[config.mk]
export PLATFORM = sky130hd
export DESIGN_NAME = writeback_queue_flat
export DESIGN_NICKNAME = d
export VERILOG_FILES = /design/src/rtl/writeback_queue_pkg.sv /design/src/rtl/writeback_queue_if.sv /design/src/rtl/writeback_queue_lookup.sv /design/src/rtl/writeback_queue.sv /design/src/flat_wrapper.sv
export SDC_FILE = /design/constraint.sdc
export NUM_CORES = 1
export LEC_CHECK = 0
export ABC_AREA = 1
export BUFFER_PORTS_ARGS = -buffer_cell sky130_fd_sc_hd__buf_2
export CAP_MARGIN = 20
export CORE_UTILIZATION = 35
export CTS_BUF_LIST = sky130_fd_sc_hd__clkbuf_4
export CTS_CLUSTER_DIAMETER = 60
export DETAILED_ROUTE_END_ITERATION = 6
export GPL_TIMING_DRIVEN = 0
export PLACE_DENSITY = 0.55
export RECOVER_POWER = 25
export SETUP_SLACK_MARGIN = 0.3
export SYNTH_ARGS = -nofsm -noshare
export SYNTH_HDL_FRONTEND = slang
export SYNTH_SLANG_ARGS = --single-unit
[constraint.sdc]
create_clock -name i_clk -period 5.1 [get_ports i_clk]
set_clock_uncertainty 0.15 [all_clocks]
set_input_delay 0.51 -clock i_clk [delete_from_list [all_inputs] [get_ports i_clk]]
set_output_delay 0.51 -clock i_clk [all_outputs]
set_load 0.03 [all_outputs]
[src/rtl/writeback_queue_pkg.sv]
// Shared types and constants for the register-file writeback queue.
// Provides the {addr, data} entry record, default bus widths and the
// hardwired-zero register index.
package wbq_pkg;

    localparam int DEF_ADDR_W = 5;
    localparam int DEF_DATA_W = 32;

    // Register 0 reads as zero, so writes to it are swallowed at the input.
    localparam logic [DEF_ADDR_W-1:0] REG_ZERO = '0;

    typedef struct packed {
        logic [DEF_ADDR_W-1:0] addr;
        logic [DEF_DATA_W-1:0] data;
    } entry_t;

endpackage : wbq_pkg

[src/rtl/writeback_queue_if.sv]
// Bundle of the producer handshakes, register-file write port and forward
// lookup ports of the writeback queue.
// slave modport: queue side. master modport: producer/register-file side.
interface writeback_queue_if #(
    parameter int ADDR_W = 5,
    parameter int DATA_W = 32,
    parameter int CNT_W  = 3
);
    // load result path
    logic              i_memValid;
    logic [ADDR_W-1:0] i_memAdd;
    logic [DATA_W-1:0] i_memData;
    logic              o_memReady;
    // ALU result path
    logic              i_aluValid;
    logic [ADDR_W-1:0] i_aluAdd;
    logic [DATA_W-1:0] i_aluData;
    logic              o_aluReady;
    // register file write port
    logic              i_writeStall;
    logic              o_writeEn;
    logic [ADDR_W-1:0] o_writeAdd;
    logic [DATA_W-1:0] o_writeData;
    // forward lookup
    logic [ADDR_W-1:0] i_readAdd1;
    logic [ADDR_W-1:0] i_readAdd2;
    logic              o_fwdHit1;
    logic              o_fwdHit2;
    logic [DATA_W-1:0] o_fwdData1;
    logic [DATA_W-1:0] o_fwdData2;
    // occupancy
    logic [CNT_W-1:0]  o_count;
    logic              o_empty;
    logic              o_full;

    modport slave (
        input  i_memValid, i_memAdd, i_memData,
        input  i_aluValid, i_aluAdd, i_aluData,
        input  i_writeStall, i_readAdd1, i_readAdd2,
        output o_memReady, o_aluReady,
        output o_writeEn, o_writeAdd, o_writeData,
        output o_fwdHit1, o_fwdHit2, o_fwdData1, o_fwdData2,
        output o_count, o_empty, o_full
    );

    modport master (
        output i_memValid, i_memAdd, i_memData,
        output i_aluValid, i_aluAdd, i_aluData,
        output i_writeStall, i_readAdd1, i_readAdd2,
        input  o_memReady, o_aluReady,
        input  o_writeEn, o_writeAdd, o_writeData,
        input  o_fwdHit1, o_fwdHit2, o_fwdData1, o_fwdData2,
        input  o_count, o_empty, o_full
    );

endinterface : writeback_queue_if

[src/rtl/writeback_queue_lookup.sv]
// Newest-match search of queued writes for one register read address.
// Latency: purely combinational. Backpressure: none (read-only view).
// Ports: entries/head/count describe the live queue; addr in; hit/data out.
module wbq_lookup
    import wbq_pkg::*;
#(
    parameter int DEPTH  = 4,
    parameter int ADDR_W = DEF_ADDR_W,
    parameter int DATA_W = DEF_DATA_W,
    parameter int PTR_W  = $clog2(DEPTH),
    parameter int CNT_W  = PTR_W + 1
) (
    input  entry_t            entries [DEPTH],
    input  logic [PTR_W-1:0]  head,
    input  logic [CNT_W-1:0]  count,
    input  logic [ADDR_W-1:0] addr,
    output logic              hit,
    output logic [DATA_W-1:0] data
);

    logic [PTR_W-1:0] idx;

    // Walk from oldest (head) to newest; a later match overwrites an earlier
    // one so the value closest to the tail wins.
    always_comb begin
        hit  = 1'b0;
        data = '0;
        idx  = '0;
        for (int i = 0; i < DEPTH; i++) begin
            idx = head + PTR_W'(i);
            if ((CNT_W'(i) < count) && (entries[idx].addr == addr) && (addr != REG_ZERO)) begin
                hit  = 1'b1;
                data = entries[idx].data;
            end
        end
    end

endmodule : wbq_lookup

[src/rtl/writeback_queue.sv]
// Queues load/ALU results and drains one per cycle into the register file write port.
// Latency: entry accepted at edge N is presented with o_writeEn in the following cycle.
// Backpressure: readies from registered free space only (pop does not free space); load wins the last slot.
// Ports: i_clk, i_rst (async, active-high) plus bus (writeback_queue_if.slave).
// Optional forwarding lookup is built when WBQ_FORWARD_EN is defined; otherwise fwd outputs are 0.
module writeback_queue
    import wbq_pkg::*;
#(
    parameter int DEPTH  = 4,
    parameter int DATA_W = DEF_DATA_W,
    parameter int ADDR_W = DEF_ADDR_W
) (
    input  logic                i_clk,
    input  logic                i_rst,
    writeback_queue_if.slave    bus
);

    localparam int PTR_W = $clog2(DEPTH);
    localparam int CNT_W = PTR_W + 1;

    typedef logic [PTR_W-1:0] ptr_t;
    typedef logic [CNT_W-1:0] cnt_t;

    ptr_t   head_q, head_d;
    ptr_t   tail_q, tail_d;
    cnt_t   count_q, count_d;
    entry_t mem_q [DEPTH];
    entry_t mem_d [DEPTH];

    cnt_t   free;
    logic   mem_rdy, alu_rdy;
    logic   mem_acc, alu_acc;
    logic   mem_store, alu_store;
    logic   pop;
    ptr_t   alu_slot;

    always_comb begin
        free = cnt_t'(DEPTH) - count_q;

        mem_rdy = (free >= cnt_t'(1));
        // The ALU only gets the last free slot when the load path is idle.
        alu_rdy = (free >= cnt_t'(2)) || ((free == cnt_t'(1)) && !bus.i_memValid);

        mem_acc = bus.i_memValid && mem_rdy;
        alu_acc = bus.i_aluValid && alu_rdy;

        // Writes to r0 complete the handshake but are never stored.
        mem_store = mem_acc && (bus.i_memAdd != REG_ZERO);
        alu_store = alu_acc && (bus.i_aluAdd != REG_ZERO);

        pop = (count_q != '0) && !bus.i_writeStall;

        // Load is older, so it takes the tail slot and the ALU result follows it.
        alu_slot = mem_store ? (tail_q + ptr_t'(1)) : tail_q;

        mem_d = mem_q;
        if (mem_store) begin
            mem_d[tail_q] = '{addr: bus.i_memAdd, data: bus.i_memData};
        end
        if (alu_store) begin
            mem_d[alu_slot] = '{addr: bus.i_aluAdd, data: bus.i_aluData};
        end

        tail_d  = tail_q + ptr_t'(mem_store) + ptr_t'(alu_store);
        head_d  = pop ? (head_q + ptr_t'(1)) : head_q;
        count_d = count_q + cnt_t'(mem_store) + cnt_t'(alu_store) - cnt_t'(pop);
    end

    always_ff @(posedge i_clk or posedge i_rst) begin
        if (i_rst) begin
            head_q  <= '0;
            tail_q  <= '0;
            count_q <= '0;
        end else begin
            head_q  <= head_d;
            tail_q  <= tail_d;
            count_q <= count_d;
        end
    end

    // Payload storage carries no reset; validity is tracked by head/count.
    always_ff @(posedge i_clk) begin
        mem_q <= mem_d;
    end

    assign bus.o_memReady  = mem_rdy;
    assign bus.o_aluReady  = alu_rdy;
    assign bus.o_writeEn   = pop;
    assign bus.o_writeAdd  = mem_q[head_q].addr;
    assign bus.o_writeData = mem_q[head_q].data;
    assign bus.o_count     = count_q;
    assign bus.o_empty     = (count_q == '0);
    assign bus.o_full      = (count_q == cnt_t'(DEPTH));

`ifdef WBQ_FORWARD_EN
    // Lookup sees registered entries only: same-cycle enqueues are invisible,
    // while the head entry being written this cycle is still counted.
    wbq_lookup #(
        .DEPTH  (DEPTH),
        .ADDR_W (ADDR_W),
        .DATA_W (DATA_W)
    ) u_lookup1 (
        .entries (mem_q),
        .head    (head_q),
        .count   (count_q),
        .addr    (bus.i_readAdd1),
        .hit     (bus.o_fwdHit1),
        .data    (bus.o_fwdData1)
    );

    wbq_lookup #(
        .DEPTH  (DEPTH),
        .ADDR_W (ADDR_W),
        .DATA_W (DATA_W)
    ) u_lookup2 (
        .entries (mem_q),
        .head    (head_q),
        .count   (count_q),
        .addr    (bus.i_readAdd2),
        .hit     (bus.o_fwdHit2),
        .data    (bus.o_fwdData2)
    );
`else
    logic unused_rd;
    assign unused_rd      = ^{bus.i_readAdd1, bus.i_readAdd2};
    assign bus.o_fwdHit1  = 1'b0;
    assign bus.o_fwdHit2  = 1'b0;
    assign bus.o_fwdData1 = '0;
    assign bus.o_fwdData2 = '0;
`endif

endmodule : writeback_queue
[src/flat_wrapper.sv]
// flat-port wrapper written by rule: the top's interface ports become plain ports
module writeback_queue_flat import wbq_pkg::*;
#(
    parameter int DEPTH  = 4,
    parameter int DATA_W = DEF_DATA_W,
    parameter int ADDR_W = DEF_ADDR_W
)
  (i_clk, i_rst, bus_i_memValid, bus_i_memAdd, bus_i_memData, bus_i_aluValid, bus_i_aluAdd, bus_i_aluData, bus_i_writeStall, bus_i_readAdd1, bus_i_readAdd2, bus_o_memReady, bus_o_aluReady, bus_o_writeEn, bus_o_writeAdd, bus_o_writeData, bus_o_fwdHit1, bus_o_fwdHit2, bus_o_fwdData1, bus_o_fwdData2, bus_o_count, bus_o_empty, bus_o_full);
  writeback_queue_if #(.ADDR_W(ADDR_W), .DATA_W(DATA_W)) bus_i ();
  input  logic i_clk;
  input  logic i_rst;
  input wire logic [$bits(bus_i.i_memValid)-1:0] bus_i_memValid;
  input wire logic [$bits(bus_i.i_memAdd)-1:0] bus_i_memAdd;
  input wire logic [$bits(bus_i.i_memData)-1:0] bus_i_memData;
  input wire logic [$bits(bus_i.i_aluValid)-1:0] bus_i_aluValid;
  input wire logic [$bits(bus_i.i_aluAdd)-1:0] bus_i_aluAdd;
  input wire logic [$bits(bus_i.i_aluData)-1:0] bus_i_aluData;
  input wire logic [$bits(bus_i.i_writeStall)-1:0] bus_i_writeStall;
  input wire logic [$bits(bus_i.i_readAdd1)-1:0] bus_i_readAdd1;
  input wire logic [$bits(bus_i.i_readAdd2)-1:0] bus_i_readAdd2;
  output wire logic [$bits(bus_i.o_memReady)-1:0] bus_o_memReady;
  output wire logic [$bits(bus_i.o_aluReady)-1:0] bus_o_aluReady;
  output wire logic [$bits(bus_i.o_writeEn)-1:0] bus_o_writeEn;
  output wire logic [$bits(bus_i.o_writeAdd)-1:0] bus_o_writeAdd;
  output wire logic [$bits(bus_i.o_writeData)-1:0] bus_o_writeData;
  output wire logic [$bits(bus_i.o_fwdHit1)-1:0] bus_o_fwdHit1;
  output wire logic [$bits(bus_i.o_fwdHit2)-1:0] bus_o_fwdHit2;
  output wire logic [$bits(bus_i.o_fwdData1)-1:0] bus_o_fwdData1;
  output wire logic [$bits(bus_i.o_fwdData2)-1:0] bus_o_fwdData2;
  output wire logic [$bits(bus_i.o_count)-1:0] bus_o_count;
  output wire logic [$bits(bus_i.o_empty)-1:0] bus_o_empty;
  output wire logic [$bits(bus_i.o_full)-1:0] bus_o_full;
  assign bus_i.i_memValid = bus_i_memValid;
  assign bus_i.i_memAdd = bus_i_memAdd;
  assign bus_i.i_memData = bus_i_memData;
  assign bus_i.i_aluValid = bus_i_aluValid;
  assign bus_i.i_aluAdd = bus_i_aluAdd;
  assign bus_i.i_aluData = bus_i_aluData;
  assign bus_i.i_writeStall = bus_i_writeStall;
  assign bus_i.i_readAdd1 = bus_i_readAdd1;
  assign bus_i.i_readAdd2 = bus_i_readAdd2;
  assign bus_o_memReady = bus_i.o_memReady;
  assign bus_o_aluReady = bus_i.o_aluReady;
  assign bus_o_writeEn = bus_i.o_writeEn;
  assign bus_o_writeAdd = bus_i.o_writeAdd;
  assign bus_o_writeData = bus_i.o_writeData;
  assign bus_o_fwdHit1 = bus_i.o_fwdHit1;
  assign bus_o_fwdHit2 = bus_i.o_fwdHit2;
  assign bus_o_fwdData1 = bus_i.o_fwdData1;
  assign bus_o_fwdData2 = bus_i.o_fwdData2;
  assign bus_o_count = bus_i.o_count;
  assign bus_o_empty = bus_i.o_empty;
  assign bus_o_full = bus_i.o_full;
  writeback_queue #(.DEPTH(DEPTH), .DATA_W(DATA_W), .ADDR_W(ADDR_W)) u_core (.i_clk(i_clk), .i_rst(i_rst), .bus(bus_i));
endmodule
==> qor.csv, run 1 <==
metric;value;unit
DRC viols;1;
Clock Path Buffers;2;
Leak;0.00583;uW
die width;169;um
initial antenna violation count;1;
CP max-delay cell;dfrtp_1;
CORE AREA;27300;um^2
Die H;169;um
Hold WS;0.0464;ns
total global-route track usage;0.278;
RSZ-0062 raised after global routing;false;
Rows;60;
First-pass DRT Iterations;7;
Mapped Area;9820;um^2
failing checks;DRC;
min cycle time layout;3.82;ns
CTS resizes;0;
drt wl/cell;19.0;um
CTS tree;yes;
vias in the first global route;10300;
CP max FO;11;
initial core utilization;0.360;
sequential fraction of the synthesis area;0.320;
Crit. End Element;flop;
Peak Freq;261;MHz
Clk Latency, worst-skew pair;0.57;ns
Die Area;28700;um^2
first-pass GRT wire length;60200;um
H-tree depth;4;
async set-reset flop share out of synthesis;0.0452;
CP Cell Sequence;inv_1 -> ha_1 -> ha_1 -> inv_1 -> nor2_1 -> nand2_1 -> nand3_1 -> buf_12 -> buf_6 -> buf_2 -> ha_1 -> fa_1 -> inv_1 -> fa_1 -> xnor2_1 -> xor2_1;
WP data required;5.46;ns
CP peak stage delay;0.46;ns
Worst-path clk slew;0.16;ns
vias post-DR;10900;
# setup viols final;0;
Hold Crit Class;input pin to flop;
max cap viols;0;
final worst-path cycle share;0.750;
Synth area leader;dfxtp_1;
worst-margin pin slew;0.869;ns
Yosys top cell area share;0.302;
Synth Flop Type;dfxtp_1;
power share of the clock group;0.088;
CTS Buf Count;17;
Slew Limit Fails;0;
post-synthesis instance total;1500;
sequential fraction of design power;0.237;
number of flops mapped to enable cells by yosys;0;
mean post-synth cell area;6.54;um^2
nets;1810;
Clock Sink Count;155;
Iter 0 DRT Violations;1049;
Final Util;0.416;
synthesis-to-layout area growth;15.5;%
status;finished, violations left;
final count of hold timing violations;0;
PwrDens;791;nW/um^2
internal cell power;3840;uW
top post-synthesis cells by count;nand2_1 (598), nand4_1 (152), dfxtp_1 (148);
Arr. time, crit path;4.19;ns
ANT nets after route;0;
Setup CP Type;flop to flop;
layout cells sized above 1;0.176;
Avg Vias per Cell;5.22;
RD Place Congestion;0.864;
most common cell in the synthesized netlist;nand2_1;
pin count of the biggest net entering global routing;17;
Sw Pwr;5130;uW
IO Pins;200;
worst relative slew slack;0.421;
combinational fraction of design power;0.676;
crit path launch type;flop;
grt total ovfl;0;
sw frac;0.572;
Area contributors post-synth;dfxtp_1 (30%), nand2_1 (23%), nand4_1 (9.7%), o21ai_0 (5.8%), o21ai_1 (5.6%);
setup TNS;0;ns
Port-buffer cells;123;
WL final;39800;um
VDD IR max;0.413;mV
yosys warns;0;
setup bufs post-CTS;0;
Detailed Place HPWL;26800;um
Netlist cell types;30;
Yosys reg bits;155;
CTS root buf;clkbuf_4;
[worst paths after layout]
| kind | start | end | slack (ns) | cells after the start |
|---|---|---|---|---|
| worst max register to register | u_core.bus.o_count[1]$_DFF_PP0_ | u_core.bus.o_count[2]$_DFF_PP0_ | 1.28 | 16 |
| worst min register to register | u_core.bus.o_count[2]$_DFF_PP0_ | u_core.bus.o_count[2]$_DFF_PP0_ | 0.40 | 1 |
| max in group asynchronous | i_rst | u_core.tail_q[0]$_DFF_PP0_ | 4.34 | 3 |
| worst max-delay path | u_core.bus.o_count[1]$_DFF_PP0_ | u_core.bus.o_count[2]$_DFF_PP0_ | 1.28 | 16 |
| worst min-delay path | bus_i_aluData[5] | u_core.mem_q[116]$_DFF_P_ | 0.05 | 3 |
| min in group asynchronous | i_rst | u_core.bus.o_count[2]$_DFF_PP0_ | 0.24 | 3 |
[placed cells by master, fill, tap and decap left out, types with 2 or more instances in the layout]
| master | count |
|---|---|
| nand2_1 | 602 |
| buf_2 | 165 |
| nand4_1 | 152 |
| dfxtp_1 | 148 |
| o21ai_0 | 113 |
| o21ai_1 | 110 |
| nor2_1 | 79 |
| buf_4 | 68 |
| conb_1 | 66 |
| clkbuf_1 | 57 |
| o22ai_1 | 37 |
| buf_6 | 23 |
| inv_1 | 20 |
| clkbuf_4 | 18 |
| ha_1 | 10 |
| dfrtp_1 | 7 |
| clkinv_2 | 6 |
| nor2_8 | 5 |
| xor2_1 | 3 |
| nand3_1 | 3 |
| buf_1 | 3 |
| fa_1 | 3 |
| clkinv_4 | 3 |
| inv_2 | 2 |
| nor2_2 | 2 |
| nand3_4 | 2 |
| xnor2_1 | 2 |
| bufinv_16 | 2 |
[layer usage]
layer | wire length [um] | GRT usage | vias to the layer above
li1 | - | - | 5285
met1 | 17600 | 0.376 | 5026
met2 | 18000 | 0.444 | 521
met3 | 3110 | 0.0478 | 78
met4 | 1090 | 0.0975 | 0
met5 | 0 | 0 | -
[layout make-up]
class                      instances  area, um^2
antenna                            1        2.50
multi-input combinational       1193        5520
inverter                          22        82.6
buffer                           195        1250
tap                              372         465
clock buffer                      18         135
fill                            3034       15900
sequential                       155        3140
timing repair buffer             124         619
clock inverter                    12         125
[through the flow]
stage	instance area [um^2]	std cells	power, uW	setup WS (ns)
final	11300	2092	8970	1.28
after global routing	11300	2092	9620	0.932
after CTS	11400	2091	8930	1.39
after detailed placement	11100	2060	8160	1.43
after global placement	11100	2060	8100	1.45
after floorplan	10100	1565	6230	1.54
[power by group through the flow]
| stage | sequential, uW | clock, uW | combinational (uW) |
|---|---|---|---|
| after floorplan | 2090 | 0 | 4140 |
| after global placement | 2130 | 0 | 5970 |
| after detailed placement | 2140 | 0 | 6020 |
| after CTS | 2110 | 791 | 6030 |
| after global routing | 2180 | 835 | 6600 |
| final | 2120 | 785 | 6060 |
[worst max-delay path: cells and delay by family (launching register included)]
kind | cells | cell delay [ns]
flops | 1 | 0.46
simple gates | 3 | 0.53
xor+xnor | 2 | 0.29
fa+ha+maj | 5 | 1.36
buf+inv | 6 | 0.94
[registers in the layout, indices dropped and copies added (netlist names)]
signal / count
u_core.bus.o_count: 3
u_core.mem_q: 148
u_core.head_q: 2
u_core.tail_q: 2
[timing repair]
| item | CTS | global route |
|---|---|---|
| hold buffers | 1 | 0 |
| endpoints found under the setup margin | 0 | 0 |
| endpoints found under the hold margin | 7 | 0 |
[cells by family (layout without fill, tap and decap cells)]
family / after synthesis / after routing / share of synthesized area
compound gates: 261 / 261 / 0.138
fa+ha+maj: 13 / 13 / 0.0189
simple gates: 848 / 848 / 0.382
buf+inv: 217 / 371 / 0.137
other cells: 1 / 67 / 0.000382
xor+xnor: 5 / 5 / 0.00446
flops: 155 / 155 / 0.320
(Power assumes the default switching activity.)
==> run 2: changes to the inputs <==
--- a/config.mk
+++ b/config.mk
@@ -5,7 +5,7 @@
 export SDC_FILE = /design/constraint.sdc
 export NUM_CORES = 1
 export LEC_CHECK = 0
-export ABC_AREA = 1
+export ABC_AREA = 0
 export BUFFER_PORTS_ARGS = -buffer_cell sky130_fd_sc_hd__buf_2
 export CAP_MARGIN = 20
 export CORE_UTILIZATION = 35
@@ -13,7 +13,7 @@
 export CTS_CLUSTER_DIAMETER = 60
 export DETAILED_ROUTE_END_ITERATION = 6
 export GPL_TIMING_DRIVEN = 0
-export PLACE_DENSITY = 0.55
+export PLACE_DENSITY = 0.58
 export RECOVER_POWER = 25
 export SETUP_SLACK_MARGIN = 0.3
 export SYNTH_ARGS = -nofsm -noshare
==> constraint.sdc (replaced) <==
create_clock -name i_clk -period 3.4 [get_ports i_clk]
set_clock_uncertainty 0.15 [all_clocks]
set_input_delay 0.34 -clock i_clk [delete_from_list [all_inputs] [get_ports i_clk]]
set_output_delay 0.34 -clock i_clk [all_outputs]
set_load 0.03 [all_outputs]
==> qor.csv, run 2 <==
metric;value;unit;change
most common cell in the synthesized netlist;mux2_2;;
post-synthesis simple-gate area fraction;0.0134;;-0.368
# setup viols final;0;;unchanged
Synth Flop Type;dfxtp_1;;
VDD IR max;0.593;mV;+44%
Crit path max-delay family;buffers and inverters;;
min cycle time layout;3.10;ns;-0.720 ns
Reg area;3140;um^2;about the same
drt wl/cell;16.7;um;-12%
worst relative slew slack;0.513;;+0.0921
worst-margin pin slew;0.731;ns;-0.138 ns
First-pass DRT Iterations;4;;-3
CTS tree;yes;;
status;finished, final reports clean;;
Port-buffer cells;123;;unchanged
async set-reset flop share out of synthesis;0.0452;;unchanged
WL final;21300;um;-46%
pin count of the biggest net entering global routing;17;;unchanged
Hold Crit Class;input pin to flop;;
IO Pins;200;;unchanged
Yosys top cell area share;0.338;;+0.0361
Clock Sink Count;155;;unchanged
Rows;57;;-5.0%
initial core utilization;0.358;;-0.00175
mean post-synth cell area;13.6;um^2;+110%
Yosys reg bits;155;;unchanged
synthesis-to-layout area growth;30.6;%;
die width;160;um;-5.4%
area of the multi-input gates;5180;um^2;-6.2%
Top reg by flops;u_core.mem_q;;
Arr. time, crit path;3.41;ns;-0.78 ns
H-tree depth;4;;unchanged
Mapped Area;8770;um^2;-11%
Final Cell Area;11500;um^2;+0.99%
RSZ-0062 raised after global routing;true;;
Worst-path clk slew;0.14;ns;-0.02 ns
Area contributors post-synth;dfxtp_1 (34%), mux2_2 (28%), mux2_4 (10%), mux4_2 (9.5%), buf_4 (5.7%);;
ANT nets after route;0;;unchanged
Post-Synth XOR/XNOR Area;0.00499;;+0.000533
Placement Cell Area;10100;um^2;-9.5%
Synth Area in Adders;0.0211;;+0.00225
Netlist cell types;32;;+6.7%
final worst-path cycle share;0.913;;+0.163
layout cells sized above 1;0.612;;+0.436
Detailed Place HPWL;13600;um;-49%
final count of hold timing violations;0;;unchanged
yosys warns;0;;unchanged
top post-synthesis cells by count;mux2_2 (215), dfxtp_1 (148), buf_4 (66);;
multiplexer share of the synthesized area;0.501;;+0.501
RD Place Congestion;0.735;;-15%
vias in the first global route;5942;;-42%
vias post-DR;5750;;-47%
CTS root buf;clkbuf_4;;
commonest non-fill, non-tap cell in the layout;mux2_2;;
sequential fraction of the synthesis area;0.358;;+0.0382
number of buffers and inverters on the critical path;6;;unchanged
post-synthesis instance total;645;;-57%
total global-route track usage;0.168;;-0.110
CTS Buf Count;17;;unchanged
CP peak stage delay;0.47;ns;about the same
Leak;0.00515;uW;-12%
Clk Latency, worst-skew pair;0.55;ns;-0.02 ns
Iter 0 DRT Violations;169;;-84%
Peak Freq;322;MHz;+23%
Largest register FFs;148;;unchanged
commonest non-fill, non-tap cells in the layout;mux2_2 (207), dfxtp_1 (148), buf_2 (104);;
largest family of logic cells by synthesized area;multiplexers;;
WP data required;3.71;ns;-1.75 ns
Synth area leader;dfxtp_1;;
nets;1042;;-42%
Setup CP Type;flop to flop;;
crit path launch type;flop;;
Slew Limit Fails;0;;unchanged
first-pass GRT wire length;32900;um;-45%
initial antenna violation count;1;;unchanged
max cap viols;0;;unchanged
DRC viols;0;;-1
CP max-delay cell;dfrtp_1;;
grt total ovfl;0;;unchanged
CP Cell Sequence;inv_4 -> ha_4 -> ha_4 -> or4b_1 -> o211a_1 -> buf_12 -> clkinv_8 -> buf_4 -> nand3_4 -> a21oi_4 -> buf_12 -> clkbuf_16 -> mux2_2;;
CORE AREA;24500;um^2;-10%
CP max FO;8;;-3
Die Area;25700;um^2;-11%
Crit. End Element;flop;;
Die H;160;um;-5.4%
post-synthesis compound-gate area fraction;0.00856;;-0.129
Clock Path Buffers;2;;unchanged
setup TNS;0;ns;unchanged
Avg Vias per Cell;4.50;;-14%
PwrDens;1040;nW/um^2;+32%
number of flops mapped to enable cells by yosys;0;;unchanged
fillcell total;2295;;-24%
==> run 2: cell types whose count changed after synthesis, sizes merged, moves of 37 or more <==
cell / before / now
buf: 149 / 99
clkbuf: 46 / 2
mux2: 0 / 296
mux4: 0 / 37
nand2: 603 / 5
nand4: 152 / 0
nor2: 86 / 1
o21ai: 223 / 1
o22ai: 37 / 0
==> run 2: kinds of logic (layout without fill, tap and decap cells) <==
| kind of cell | after synthesis | after routing |
|---|---|---|
| flops | 155 | 155 |
| simple gates | 18 | 18 |
| xor+xnor | 5 | 5 |
| fa+ha+maj | 13 | 13 |
| mux | 333 | 333 |
| compound gates | 7 | 7 |
| other cells | 1 | 67 |
| buf+inv | 113 | 356 |
==> run 2: where the power goes <==
group          leakage, uW  internal, uW  switching [uW]  total (uW)
clock             0.000143           327             757        1080
combinational      0.00368          4110            3410        7520
sequential         0.00133          2860             464        3320
total              0.00515          7290            4630       11900
==> run 2: tightest hold or removal path, cell delays in order <==
cell,delay [ns]
buf_2,0.13
mux2_2,0.15
mux2_4,0.12
==> run 2: final timing paths <==
path / cells after the start / to / from / slack (ns)
max in group asynchronous: 3 / u_core.bus.o_count[1]$_DFF_PP0_ / i_rst / 2.73
worst max-delay path: 13 / u_core.mem_q[82]$_DFF_P_ / u_core.bus.o_count[0]$_DFF_PP0_ / 0.30
min in group asynchronous: 3 / u_core.bus.o_count[0]$_DFF_PP0_ / i_rst / 0.12
worst min register to register: 2 / u_core.mem_q[138]$_DFF_P_ / u_core.mem_q[138]$_DFF_P_ / 0.45
worst max register to register: 13 / u_core.mem_q[82]$_DFF_P_ / u_core.bus.o_count[0]$_DFF_PP0_ / 0.30
worst min-delay path: 3 / u_core.mem_q[13]$_DFF_P_ / bus_i_memData[13] / 0.07
==> run 2: repair_timing <==
action | 4_1_cts | 5_1_grt
pin swaps | 2 | 8
hold buffers | 75 | 0
cloned | 0 | 3
setup buffers | 4 | 6
resized for setup | 29 | 39
endpoints found under the setup margin | 150 | 118
endpoints found under the hold margin | 157 | 0
==> run 2: stage by stage <==
step | utilization | hold WS (ns) | cells | setup WS (ns) | total power (uW)
2_1_floorplan | - | -0.00674 | 710 | 0.249 | 9000
3_3_place_gp | 0.412 | 0.160 | 1157 | 0.168 | 10400
3_5_place_dp | 0.412 | 0.162 | 1157 | 0.146 | 10500
4_1_cts | 0.458 | 0.00813 | 1268 | 0.299 | 11800
5_1_grt | 0.468 | 0.0175 | 1278 | 0.156 | 12700
6_report | 0.468 | 0.0695 | 1278 | 0.296 | 11900
==> run 2: final cells by class <==
class | instances | share of cell area
flip-flops and latches | 155 | 0.274
clock inverters | 14 | 0.0110
multi-input cells | 442 | 0.452
repair buffers | 211 | 0.132
well taps | 324 | 0.0354
plain buffers | 101 | 0.0773
inverters | 12 | 0.00524
diodes | 1 | 0.000219
clock buffers | 18 | 0.0118
==> run 2: routing by layer <==
metal / part of all wire / wire, um / track usage
met5: 0 / 0 / 0
met4: 0.0092 / 197 / 0.0450
met3: 0.033 / 711 / 0.0306
met2: 0.50 / 10600 / 0.292
met1: 0.46 / 9820 / 0.211
==> run 3: changes to the inputs <==
--- a/config.mk
+++ b/config.mk
@@ -8,12 +8,14 @@
 export ABC_AREA = 0
 export BUFFER_PORTS_ARGS = -buffer_cell sky130_fd_sc_hd__buf_2
 export CAP_MARGIN = 20
-export CORE_UTILIZATION = 35
+export CELL_PAD_IN_SITES_DETAIL_PLACEMENT = 1
+export CELL_PAD_IN_SITES_GLOBAL_PLACEMENT = 2
+export CORE_UTILIZATION = 34
 export CTS_BUF_LIST = sky130_fd_sc_hd__clkbuf_4
 export CTS_CLUSTER_DIAMETER = 60
 export DETAILED_ROUTE_END_ITERATION = 6
 export GPL_TIMING_DRIVEN = 0
-export PLACE_DENSITY = 0.58
+export PLACE_DENSITY = 0.78
 export RECOVER_POWER = 25
 export SETUP_SLACK_MARGIN = 0.3
 export SYNTH_ARGS = -nofsm -noshare
==> qor.csv, run 3 (synthesized netlist as in run 2, its figures left out) <==
metric;value;unit;change
synthesis-to-layout area growth;29.0;%;
final count of hold timing violations;0;;unchanged
met2 Track Usage GR;0.311;;+0.0183
Avg Vias per Cell;4.57;;+1.6%
worst setup margin;0.254;ns;-0.0411 ns
grt total ovfl;0;;unchanged
Hold Crit Class;input pin to flop;;
first-pass GRT wire length;34900;um;+6.0%
max cap viols;0;;unchanged
Clk Latency, worst-skew pair;0.55;ns;about the same
R2R setup slack;0.25;ns;-0.04 ns
vias post-DR;5853;;+1.8%
worst relative slew slack;0.626;;+0.114
WL final;22100;um;+3.6%
DRC viols;0;;unchanged
commonest non-fill, non-tap cell in the layout;mux2_2;;
Setup CP Type;flop to flop;;
min cycle time layout;3.15;ns;+0.0411 ns
Arr. time, crit path;3.43;ns;+0.02 ns
status;finished, final reports clean;;
worst-margin pin slew;0.559;ns;-0.172 ns
# setup viols final;0;;unchanged
PwrDens;1060;nW/um^2;+1.7%
VDD IR max;0.474;mV;-20%
setup TNS;0;ns;unchanged
nets;1040;;-0.19%
Sw Pwr;4620;uW;-0.24%
Clock Sink Count;155;;unchanged
DP Worst Slack;0.155;ns;+0.00826 ns
commonest non-fill, non-tap cells in the layout;mux2_2 (215), dfxtp_1 (148), buf_2 (107);;
Slew Limit Fails;0;;unchanged
Iter 0 DRT Violations;164;;-3.0%
vias in the first global route;6339;;+6.7%
CP max FO;8;;unchanged
drt wl/cell;17.3;um;+3.3%
Port-buffer cells;123;;unchanged
CORE AREA;25300;um^2;+3.2%
IO Pins;200;;unchanged
Peak Freq;318;MHz;-1.3%
Top reg by flops;u_core.mem_q;;
H-tree depth;4;;unchanged
internal cell power;7360;uW;+0.86%
initial core utilization;0.347;;-0.0112
Rows;58;;+1.8%
combinational fraction of design power;0.615;;-0.016
sequential fraction of design power;0.278;;about the same
crit path launch type;flop;;
Detailed Place HPWL;14500;um;+6.4%
Worst-path clk slew;0.14;ns;about the same
Leak;0.00510;uW;-1.0%
die width;163;um;+1.4%
CTS tree;yes;;
Die H;163;um;+1.4%
CTS Buf Count;17;;unchanged
sw frac;0.386;;-0.00261
initial antenna violation count;1;;unchanged
Die Area;26400;um^2;+2.9%
ANT nets after route;0;;unchanged
Most Crowded Layer GR;met2;;
First-pass DRT Iterations;4;;unchanged
routing usage on met3;0.0250;;-0.00569
final worst-path cycle share;0.925;;+0.0121
WP data required;3.69;ns;-0.02 ns
RSZ-0062 raised after global routing;true;;
Largest register FFs;148;;unchanged
RD Place Congestion;0.696;;-5.4%
Clock Path Buffers;2;;unchanged
layout cells sized above 1;0.614;;+0.00193
met1 Use GR;0.217;;+0.00580
power share of the clock group;0.107;;+0.016
total global-route track usage;0.173;;+0.00559
pin count of the biggest net entering global routing;17;;unchanged
CTS root buf;clkbuf_4;;
Crit. End Element;flop;;
-- run 3: cell count changes in the layout (fill, tap and decap cells not counted), sizes merged --
| cell | change |
|---|---|
| inv | -2 |
| bufinv | +3 |
| clkinv | -1 |
| clkbuf | -6 |
| buf | +8 |
| dlygate4sd3 | -5 |
-- run 3: metrics by stage --
step	hold slack (ns)	power [uW]	utilization	instance area [um^2]	instances
detailed placement	0.137	10600	0.399	10100	1163
CTS	0.00363	12100	0.445	11200	1269
finish	0.0395	12000	0.448	11300	1281
global route	0.00386	12800	0.448	11300	1281
floorplan	-0.00674	9000	-	9060	710
global placement	0.133	10400	0.399	10100	1163
-- run 3: power by group through the flow --
stage	logic, uW	clock network (uW)	registers [uW]
after floorplan	5760	0	3240
after global placement	7030	0	3340
after detailed placement	7180	0	3380
after CTS	7400	1330	3330
after global routing	7920	1410	3450
final	7370	1280	3330
-- run 3: layer usage --
layer | part of all wire | wire (um) | vias up
met5 | 0 | 0 | -
met4 | 0.010 | 224 | 0
met1 | 0.45 | 10000 | 2916
met3 | 0.028 | 613 | 14
met2 | 0.51 | 11300 | 106
li1 | - | - | 2817
-- run 3: path summary, 6_finish.rpt --
path,startpoint,endpoint,cells after the start
max,u_core.bus.o_count[1]$_DFF_PP0_,u_core.bus.o_count[1]$_DFF_PP0_,11
min,bus_i_memData[17],u_core.mem_q[128]$_DFF_P_,3
max reg2reg,u_core.bus.o_count[1]$_DFF_PP0_,u_core.bus.o_count[1]$_DFF_PP0_,11
min reg2reg,u_core.mem_q[110]$_DFF_P_,u_core.mem_q[110]$_DFF_P_,2
max in group asynchronous,i_rst,u_core.bus.o_count[0]$_DFF_PP0_,3
min in group asynchronous,i_rst,u_core.bus.o_count[2]$_DFF_PP0_,3
-- run 3: area by class of cell --
class / instances / area [um^2]
clock buffers: 17 / 128
repair buffers: 209 / 1440
fillers: 2727 / 13900
well taps: 330 / 413
plain buffers: 101 / 822
flip-flops and latches: 155 / 3140
diodes: 1 / 2.50
multi-input cells: 442 / 5120
inverters: 12 / 62.6
clock inverters: 14 / 184
-- run 3: what timing repair did --
item	in CTS	in global routing
pin swaps	2	5
setup endpoints to repair	150	74
hold endpoints to repair	157	0
resized for setup	30	7
buffers inserted	5	11
hold buffers	70	0
-- run 3: worst max-delay path: stages (launching register included) --
cell and delay [ns]:
dfrtp_1 0.47, inv_4 0.05, ha_1 0.22, ha_4 0.28
or4b_1 0.46, o211a_1 0.17, buf_12 0.16, clkinv_8 0.06
ha_4 0.19, fa_2 0.35, inv_2 0.07, fa_2 0.42
